`src/rtl/gf_lut_arbiter.sv`:
```
// gf_lut_arbiter: round-robin sharing of one GF(2^8) power table
// among NUM_REQ requesters, with one response buffer per requester.
module gf_lut_arbiter #(
  parameter int NUM_REQ = 2,
  parameter int TAG_W   = $clog2(NUM_REQ)
) (
  input  logic                     clk_i,
  input  logic                     rst_ni,
  input  logic [NUM_REQ-1:0]       req_valid_i,
  input  logic [NUM_REQ-1:0][15:0] req_exp_i,
  output logic [NUM_REQ-1:0]       req_ready_o,
  output logic [NUM_REQ-1:0]       rsp_valid_o,
  output logic [NUM_REQ-1:0][7:0]  rsp_data_o,
  input  logic [NUM_REQ-1:0]       rsp_ready_i,
  output logic [7:0]               lut_addr_o,
  input  logic [7:0]               lut_data_i,
  output logic                     busy_o
);

  logic                    r_pv;
  logic [TAG_W-1:0]        r_tag;
  logic [7:0]              r_addr;
  logic [TAG_W-1:0]        r_last;
  logic [NUM_REQ-1:0]      r_rsp_v;
  logic [NUM_REQ-1:0][7:0] r_rsp_d;

  logic [NUM_REQ-1:0] w_elig;
  logic [NUM_REQ-1:0] w_gnt;
  logic               w_any;
  logic [TAG_W-1:0]   w_gidx;
  logic [15:0]        w_exp;
  logic [8:0]         w_sum;
  logic [7:0]         w_fold;
  logic [7:0]         w_red;

  function automatic logic [TAG_W-1:0] f_idx(
    input logic [TAG_W-1:0] base,
    input int               off
  );
    int t;
    t = int'(base) + off;
    if (t >= NUM_REQ) t = t - NUM_REQ;
    return TAG_W'(t);
  endfunction

  always_comb begin
    for (int i = 0; i < NUM_REQ; i++) begin
      w_elig[i] = req_valid_i[i]
                & ~(r_pv & (r_tag == TAG_W'(i)))
                & (~r_rsp_v[i] | rsp_ready_i[i]);
    end
  end

  // Search starts one past the last grant and wraps.
  always_comb begin
    w_any  = 1'b0;
    w_gidx = '0;
    w_gnt  = '0;
    for (int k = 1; k <= NUM_REQ; k++) begin
      if (!w_any && w_elig[f_idx(r_last, k)]) begin
        w_any  = 1'b1;
        w_gidx = f_idx(r_last, k);
      end
    end
    w_gnt[w_gidx] = w_any;
  end

  // End-around-carry fold gives e mod 255 (255 maps to 0).
  assign w_exp  = req_exp_i[w_gidx];
  assign w_sum  = {1'b0, w_exp[15:8]} + {1'b0, w_exp[7:0]};
  assign w_fold = w_sum[7:0] + {7'd0, w_sum[8]};
  assign w_red  = (w_fold == 8'hFF) ? 8'h00 : w_fold;

  assign req_ready_o = w_gnt & {NUM_REQ{rst_ni}};
  assign rsp_valid_o = r_rsp_v;
  assign rsp_data_o  = r_rsp_d;
  assign lut_addr_o  = r_addr;
  assign busy_o      = r_pv | (|r_rsp_v);

  always_ff @(posedge clk_i or negedge rst_ni) begin
    if (!rst_ni) begin
      r_pv   <= 1'b0;
      r_tag  <= '0;
      r_addr <= '0;
      r_last <= TAG_W'(NUM_REQ - 1);
    end else begin
      r_pv <= w_any;
      if (w_any) begin
        r_tag  <= w_gidx;
        r_addr <= w_red;
        r_last <= w_gidx;
      end
    end
  end

  always_ff @(posedge clk_i or negedge rst_ni) begin
    if (!rst_ni) begin
      r_rsp_v <= '0;
      r_rsp_d <= '0;
    end else begin
      for (int i = 0; i < NUM_REQ; i++) begin
        if (r_pv && (r_tag == TAG_W'(i))) begin
          r_rsp_v[i] <= 1'b1;
          r_rsp_d[i] <= lut_data_i;
        end else if (r_rsp_v[i] && rsp_ready_i[i]) begin
          r_rsp_v[i] <= 1'b0;
        end
      end
    end
  end

endmodule

```
`config.mk`:
```
export PLATFORM = sky130hd
export DESIGN_NAME = gf_lut_arbiter
export DESIGN_NICKNAME = d
export VERILOG_FILES = /design/src/rtl/gf_lut_arbiter.sv
export SDC_FILE = /design/constraint.sdc
export NUM_CORES = 1
export LEC_CHECK = 0
export CORE_ASPECT_RATIO = 1.2
export CORE_MARGIN = 2
export CORE_UTILIZATION = 40
export CTS_CLUSTER_SIZE = 24
export DETAILED_ROUTE_END_ITERATION = 8
export GPL_ROUTABILITY_DRIVEN = 0
export PLACE_DENSITY_LB_ADDON = 0.05
export SLEW_MARGIN = 20
export SYNTH_ARGS = -nofsm -noshare
export SYNTH_HDL_FRONTEND = slang
export SYNTH_SLANG_ARGS = --single-unit
```
`constraint.sdc`:
```
create_clock -name clk_i -period 8.95 [get_ports clk_i]
set_clock_uncertainty 0.05 [all_clocks]
set_input_delay 0.895 -clock clk_i [delete_from_list [all_inputs] [get_ports clk_i]]
set_output_delay 0.895 -clock clk_i [all_outputs]
set_load 0.1 [all_outputs]
```
### Word level (Yosys, flattened, before mapping)

Index checks and enable logic that the tools add are counted.

| storage, ports and cells | value |
|---|---|
| bits in registers | 29 |
| memory bits (writable) | 0 |
| latch bits | 0 |
| memories | 0 |
| ROM bits | 0 |
| logic and storage cells | 66 |

| operators by class | value |
|---|---|
| shifts and indexed selects | 0 |
| order comparisons | 6 |
| equality and inequality tests | 1 |
| bitwise operators | 16 |
| add/sub/neg operators | 6 |
| reductions and logical operators | 10 |
| divide/modulo/power cells | 0 |
| multiply operators | 0 |
| multiplexer cells | 19 |

Operator list:

| kind | number |
|---|---|
| $mux 16 | 2 |
| $mux 1 | 15 |
| $add 8x8->9 | 1 |
| $add 8x1->8 | 1 |
| $eq 8x8->1 const B | 1 |
| $mux 8 | 1 |
| $and 1x1->1 | 6 |
| $logic_and 1x1->1 | 6 |
| $lt 1x2->1 const B | 3 |
| $not 1->1 | 5 |
| $and 2x2->2 | 2 |
| $reduce_bool 2->1 | 2 |
| $add 1x2->3 const B | 1 |
| $ge 3x2->1 const B | 1 |
| $or 1x1->1 | 3 |
| $add 1x1->2 const B | 1 |
| $ge 2x2->1 const B | 1 |
| $reduce_or 2->1 | 1 |
| $sub 1x1->1 const B | 2 |
| $demux 1 s1 | 1 |
| $ge 1x1->1 const B | 1 |
| $logic_not 1->1 | 1 |

### Logic depth before layout (Yosys ltp)

| depth | value |
|---|---|
| depth in word-level cells | 17 |
| gate-level depth with buffers | 19 |

### Worst setup path before layout

OpenSTA, ideal clock, no wires.

| path | value |
|---|---|
| kind | flip-flop to flip-flop |
| from | register r_rsp_v[1], in the netlist rsp_valid_o[1] |
| to | register r_addr[0], in the netlist lut_addr_o[0] |
| path buffers | 2 |
| setup time | 0.134 ns |
| path slack | 4.039 ns |
| data required time | 8.766 ns |
| stages on the path, launching flop included | 20 |
| data arrival time | 4.727 ns |
| path through | dfrtp_1 > inv_1 > o211ai_1 > a21o_1 > buf_2 > buf_2 > mux2_2 > ha_1 > fa_1 > a211oi_2 > o21ai_1 > a21oi_1 > o21bai_1 > ha_1 > ha_1 > xnor2_1 > a21oi_1 > nand4_1 > a311oi_4 > nor2_1 |

| on the way | value |
|---|---|
| cells in the longest elaborated chain, start to end | 15 |
| elaborated cells on any way between the ends | 19 |
| those cells by class | add/sub (2); eq/ne (1); mux (11); bitwise (3); reduce/logical (2) |

RTL lines:

| what | line | RTL |
|---|---|---|
| from (decl) | 24 | `logic [NUM_REQ-1:0] r_rsp_v;` |
| from (signal assigned) | 98 | `r_rsp_v <= '0;` |
| from (signal, indexed assignment) | 103 | `r_rsp_v[i] <= 1'b1;` |
| from (signal, indexed assignment) | 106 | `r_rsp_v[i] <= 1'b0;` |
| $not 1->1 (*) | 50 | `& (~r_rsp_v[i] \| rsp_ready_i[i]);` |
| $or 1x1->1 (*) | 50 |  |
| $and 1x1->1 (*) | 50 |  |
| $mux 1 (implied by the code) (2 in series) | 60 | `if (!w_any && w_elig[f_idx(r_last, k)]) begin` |
| $mux 1 | 60 |  |
| $logic_not 1->1 | 60 |  |
| $logic_and 1x1->1 | 60 |  |
| $mux 1 | 60 |  |
| $mux 16 (implied by the code) (2 in series) | 69 | `assign w_exp = req_exp_i[w_gidx];` |
| $add 8x8->9 | 70 | `assign w_sum = {1'b0, w_exp[15:8]} + {1'b0, w_exp[7:0]};` |
| $add 8x1->8 | 71 | `assign w_fold = w_sum[7:0] + {7'd0, w_sum[8]};` |
| $eq 8x8->1 | 72 | `assign w_red = (w_fold == 8'hFF) ? 8'h00 : w_fold;` |
| $mux 8 | 72 |  |
| to (signal assigned) | 90 | `r_addr <= w_red;` |
| to (decl) | 22 | `logic [7:0] r_addr;` |

Every way passes the cells marked *; elsewhere a longest branch is shown, timed or not. The select of a mux whose other input is x is not followed.
A chain may end at the register's enable or synchronous reset.

### Worst setup path after layout

| path | value |
|---|---|
| from | input port rsp_ready_i[1] |
| to | register r_addr[1], in the netlist lut_addr_o[1] |

| on the way | value |
|---|---|
| cells in the longest elaborated chain, start to end | 14 |
| elaborated cells on any way between the ends | 18 |
| those cells by class | add/sub (2); eq/ne (1); mux (11); bitwise (2); reduce/logical (2) |

RTL lines:

| what | line | RTL |
|---|---|---|
| from (decl) | 14 | `input logic [NUM_REQ-1:0] rsp_ready_i,` |
| $or 1x1->1 (*) | 50 |  |
| $and 1x1->1 (*) | 50 |  |
| $mux 1 (implied by the code) (2 in series) | 60 |  |
| $mux 1 | 60 |  |
| $logic_not 1->1 | 60 |  |
| $logic_and 1x1->1 | 60 |  |
| $mux 1 | 60 |  |
| $mux 16 (implied by the code) (2 in series) | 69 |  |
| $add 8x8->9 | 70 |  |
| $add 8x1->8 | 71 |  |
| $eq 8x8->1 | 72 |  |
| $mux 8 | 72 |  |

Marks and branches as above.

==> flow_results.org <==
** Critical path
- Among cell families on the critical path, the largest total delay comes from compound AO/OA/AOI/OAI gates.
- Startpoint-to-endpoint class of the critical path :: in -> reg
- Element type at the critical path start :: input pin
- The critical path goes through clkdlybuf4s50_1, o211ai_1, a21o_1, mux2_2, ha_1, fa_1, a211oi_2, o21ai_1, a21oi_1, o21bai_1, ha_1, ha_1, xnor2_1, a21oi_1, nand4_1, a311oi_4, nor2_1.
- Arrival time reported for the critical path endpoint :: 5.43 ns
- Data required time at the worst endpoint :: 9.05 ns
- Counting stages on the worst path, the most repeated cell is ha_1.
- Number of buffers and inverters on the critical path :: 1
- Worst-path cell with the longest stage delay :: a21o_1
- STA classifies the critical path endpoint as a flip-flop.
- Delay of the slowest cell on the worst path :: 0.60 ns
- In this run the worst path has a maximum fanout of 19.

** Layout
- Share of the core filled with cells in the final layout :: 61.3%
- The post-route netlist has 19.9% of its cells at a drive strength greater than 1.
- Area growth from synthesis to final layout :: 47.8%
- Number of nets in the layout :: 307
- The repair_antennas step left the layout with diodes totalling 0.
- Counting the fill cells in the layout gives 402.

** Clock tree
- Clock buffers created by TritonCTS :: 5
- Counting along the longest clock path gives a buffer depth of 2.
- H-tree level count :: 2
- The number of hold buffers added after CTS was 0.
- Once the clock tree was built, the resizer swapped 0 gates to a different size.
- After clock tree synthesis, the setup repair step added 0 buffers.
- Clock slew at reported path FFs :: 0.06 ns
- Count of clock tree sinks :: 29
- Clock tree from TritonCTS :: built
- Clock root cell :: clkbuf_8
- Clock latency on the worst-skew pair :: 0.27 ns

** Die
- For this configuration, the core starts out at a cell density of 41.5%.
- In this run the vertical extent of the chip is 79.3 um.
- The floorplan step defined a die boundary enclosing 5290 um^2.
- Number of I/O pins :: 75
- Width of the die :: 66.8 um
- Core Box Area :: 4560 um^2
- Row count :: 27

** Drt
- DRC Markers :: 0
- Wires add up to 4120 um.
- Via density :: 5.06
- First drt pass iteration count :: 4
- In the final routed layout, each cell accounts on average for 13.3 um.
- Total number of vias :: 1,565
- Detailed router's first-iteration violation count :: 42
- The count of nets left with antenna violations once routing finished came out at 0.

** STA
- For the final routed database, the setup TNS stands at 0 ns.
- Max-slew headroom :: 33.9%
- Max-slew violation count :: 0
- Final Hold Fails :: 0
- RSZ-0062 raised after global routing :: no
- The smallest clock period supported by the final layout is computed as 5.34 ns.
- Max Clk Rate :: 187 MHz
- Setup violations remaining at the end of the flow were counted as 0.
- For the pin with the worst max-slew slack, the measured transition is 0.988 ns.
- Post-route clock period utilization :: 59.6%

** Global route
- For this run, the total global-route usage over all layers was measured as 17.4%.
- The number of antenna violations at the first check in global routing was 0.
- In the global route stage, met1 resource usage came out at 19.2%.
- Met3 GRT Util :: 3.54%
- Summed over all layers, the global routing overflow is 0.
- The first global-routing pass estimated 7110 um of wire.
- GR Layer Usage met2 :: 31.3%
- Busiest metal layer after global routing :: met2
- Entering global routing, the biggest net connects 32 pins.
- The via count of the first global-routing pass is 1,618.

** Yosys
- Mean instance size in the synthesized netlist :: 11.0 um^2
- Ranking of synthesized cells by area :: dfrtp_1 37%, mux2_2 19%, ha_1 6.6%, nor2_1 2.6%, xnor2_1 1.9%
- Counting flops with an async set or reset pin after synthesis yields a share of 100%.
- Synth warn :: 0
- The share of synthesized area in the top cell type comes to 37.1%.
- Syn nets :: 229
- Most common flop cell mapped by yosys :: dfrtp_1
- Library cell with the highest instance count after synthesis :: mux2_2
- Synthesis handed over a netlist of 172 instances.
- After synthesis the netlist holds a flip-flop and latch count of 29.
- Count of unique library cells instantiated by Yosys :: 44
- Sequential element share of the synthesized area :: 38.5%
- Post-synthesis instance area :: 1890 um^2
- After synthesis, the most frequently instantiated cells are 32 x mux2_2, 28 x dfrtp_1, 13 x nor2_1.
- Post-synthesis cell type with the largest combined area :: dfrtp_1
- Number of synthesized flops with an enable pin :: 0

** Min path
- The path class of the tightest hold or removal check is reg -> reg.

** Placed design
- Detailed placement finished with a half-perimeter wire length of 3360 um.
- Input and output buffers added on the ports amount to 74.

** Outcome
- The flow ran to the end, and the final reports show no timing, DRC or antenna violations.

** Run
- Maximum capacitance violations :: 0
-- per-layer routing --
metal / wire (um) / vias to the layer above
li1: - / 797
met1: 1660 / 709
met2: 2130 / 50
met3: 242 / 9
met4: 89 / 0
met5: 0 / -
-- state kept, by name (all words and copies together) (netlist names) --
| register | flops |
|---|---|
| r_tag | 1 |
| rsp_valid_o | 2 |
| r_last | 1 |
| r_pv | 1 |
| rsp_data_o | 16 |
| lut_addr_o | 8 |
-- cell families after synthesis --
kind of cell / Yosys count / share of synthesized area (%)
AO/OA/AOI/OAI: 36 / 14.6
XOR/XNOR: 7 / 3.97
adder cells (fa/ha/maj): 11 / 7.68
buffers and inverters: 8 / 1.79
flip-flops: 29 / 38.5
multiplexers: 35 / 20.6
AND/OR/NAND/NOR: 46 / 12.9
-- cells in the final DEF, fill, tap and decap left out, drive strengths merged, types with 3 or more instances in the layout --
cell type / n
nand2b: 3
nand3: 3
and3: 5
ha: 10
inv: 4
nor2: 13
nand4: 3
a21o: 5
dfrtp: 28
o21ai: 6
a21oi: 6
nand2: 8
clkbuf: 7
clkdlybuf4s50: 74
xnor2: 4
mux2i: 3
mux2: 32
a211oi: 5
-- cell type report --
cell class | count | area (um^2) | area share [%]
clock inverters | 1 | 5.00 | 0.179
inverters | 4 | 15.0 | 0.537
repair buffers | 75 | 748 | 26.8
multi-input cells | 135 | 1130 | 40.4
well taps | 58 | 72.6 | 2.60
clock buffers | 7 | 96.3 | 3.45
flip-flops and latches | 29 | 727 | 26.0
-- worst paths after layout --
| kind | startpoint | endpoint | slack, ns | cells after the start |
|---|---|---|---|---|
| max | rsp_ready_i[1] | lut_addr_o[1] | 3.61 | 17 |
| min | r_last | r_last | 0.44 | 1 |
| max reg2reg | r_tag | lut_addr_o[1] | 4.00 | 17 |
| min reg2reg | r_last | r_last | 0.44 | 1 |
| max in group asynchronous | rst_ni | r_last | 7.59 | 2 |
| min in group asynchronous | rst_ni | rsp_data_o[5] | 0.96 | 2 |
-- through the flow --
| step | area, um^2 | setup WS, ns | cells | hold WS [ns] |
|---|---|---|---|---|
| 2_1_floorplan | 1890 | 4.04 | 172 | 0.411 |
| 3_3_place_gp | 2690 | 3.38 | 301 | 0.425 |
| 3_5_place_dp | 2690 | 3.28 | 301 | 0.444 |
| 4_1_cts | 2790 | 3.56 | 309 | 0.442 |
| 5_1_grt | 2790 | 3.22 | 309 | 0.447 |
| 6_report | 2790 | 3.61 | 309 | 0.442 |
-- worst register-to-register path, cell delays in order, from the launching register on --
cell,delay (ns)
dfrtp_1,0.36
nand2b_1,0.44
and3_1,0.26
a21o_1,0.59
mux2_2,0.41
ha_1,0.23
fa_1,0.42
a211oi_2,0.25
o21ai_1,0.14
a21oi_1,0.16
o21bai_1,0.08
ha_1,0.22
ha_1,0.22
xnor2_1,0.13
a21oi_1,0.18
nand4_1,0.19
a311oi_4,0.39
nor2_1,0.10
Power is not shown: default switching activity piles up to over one toggle a cycle in this logic, so the estimate is an artifact.
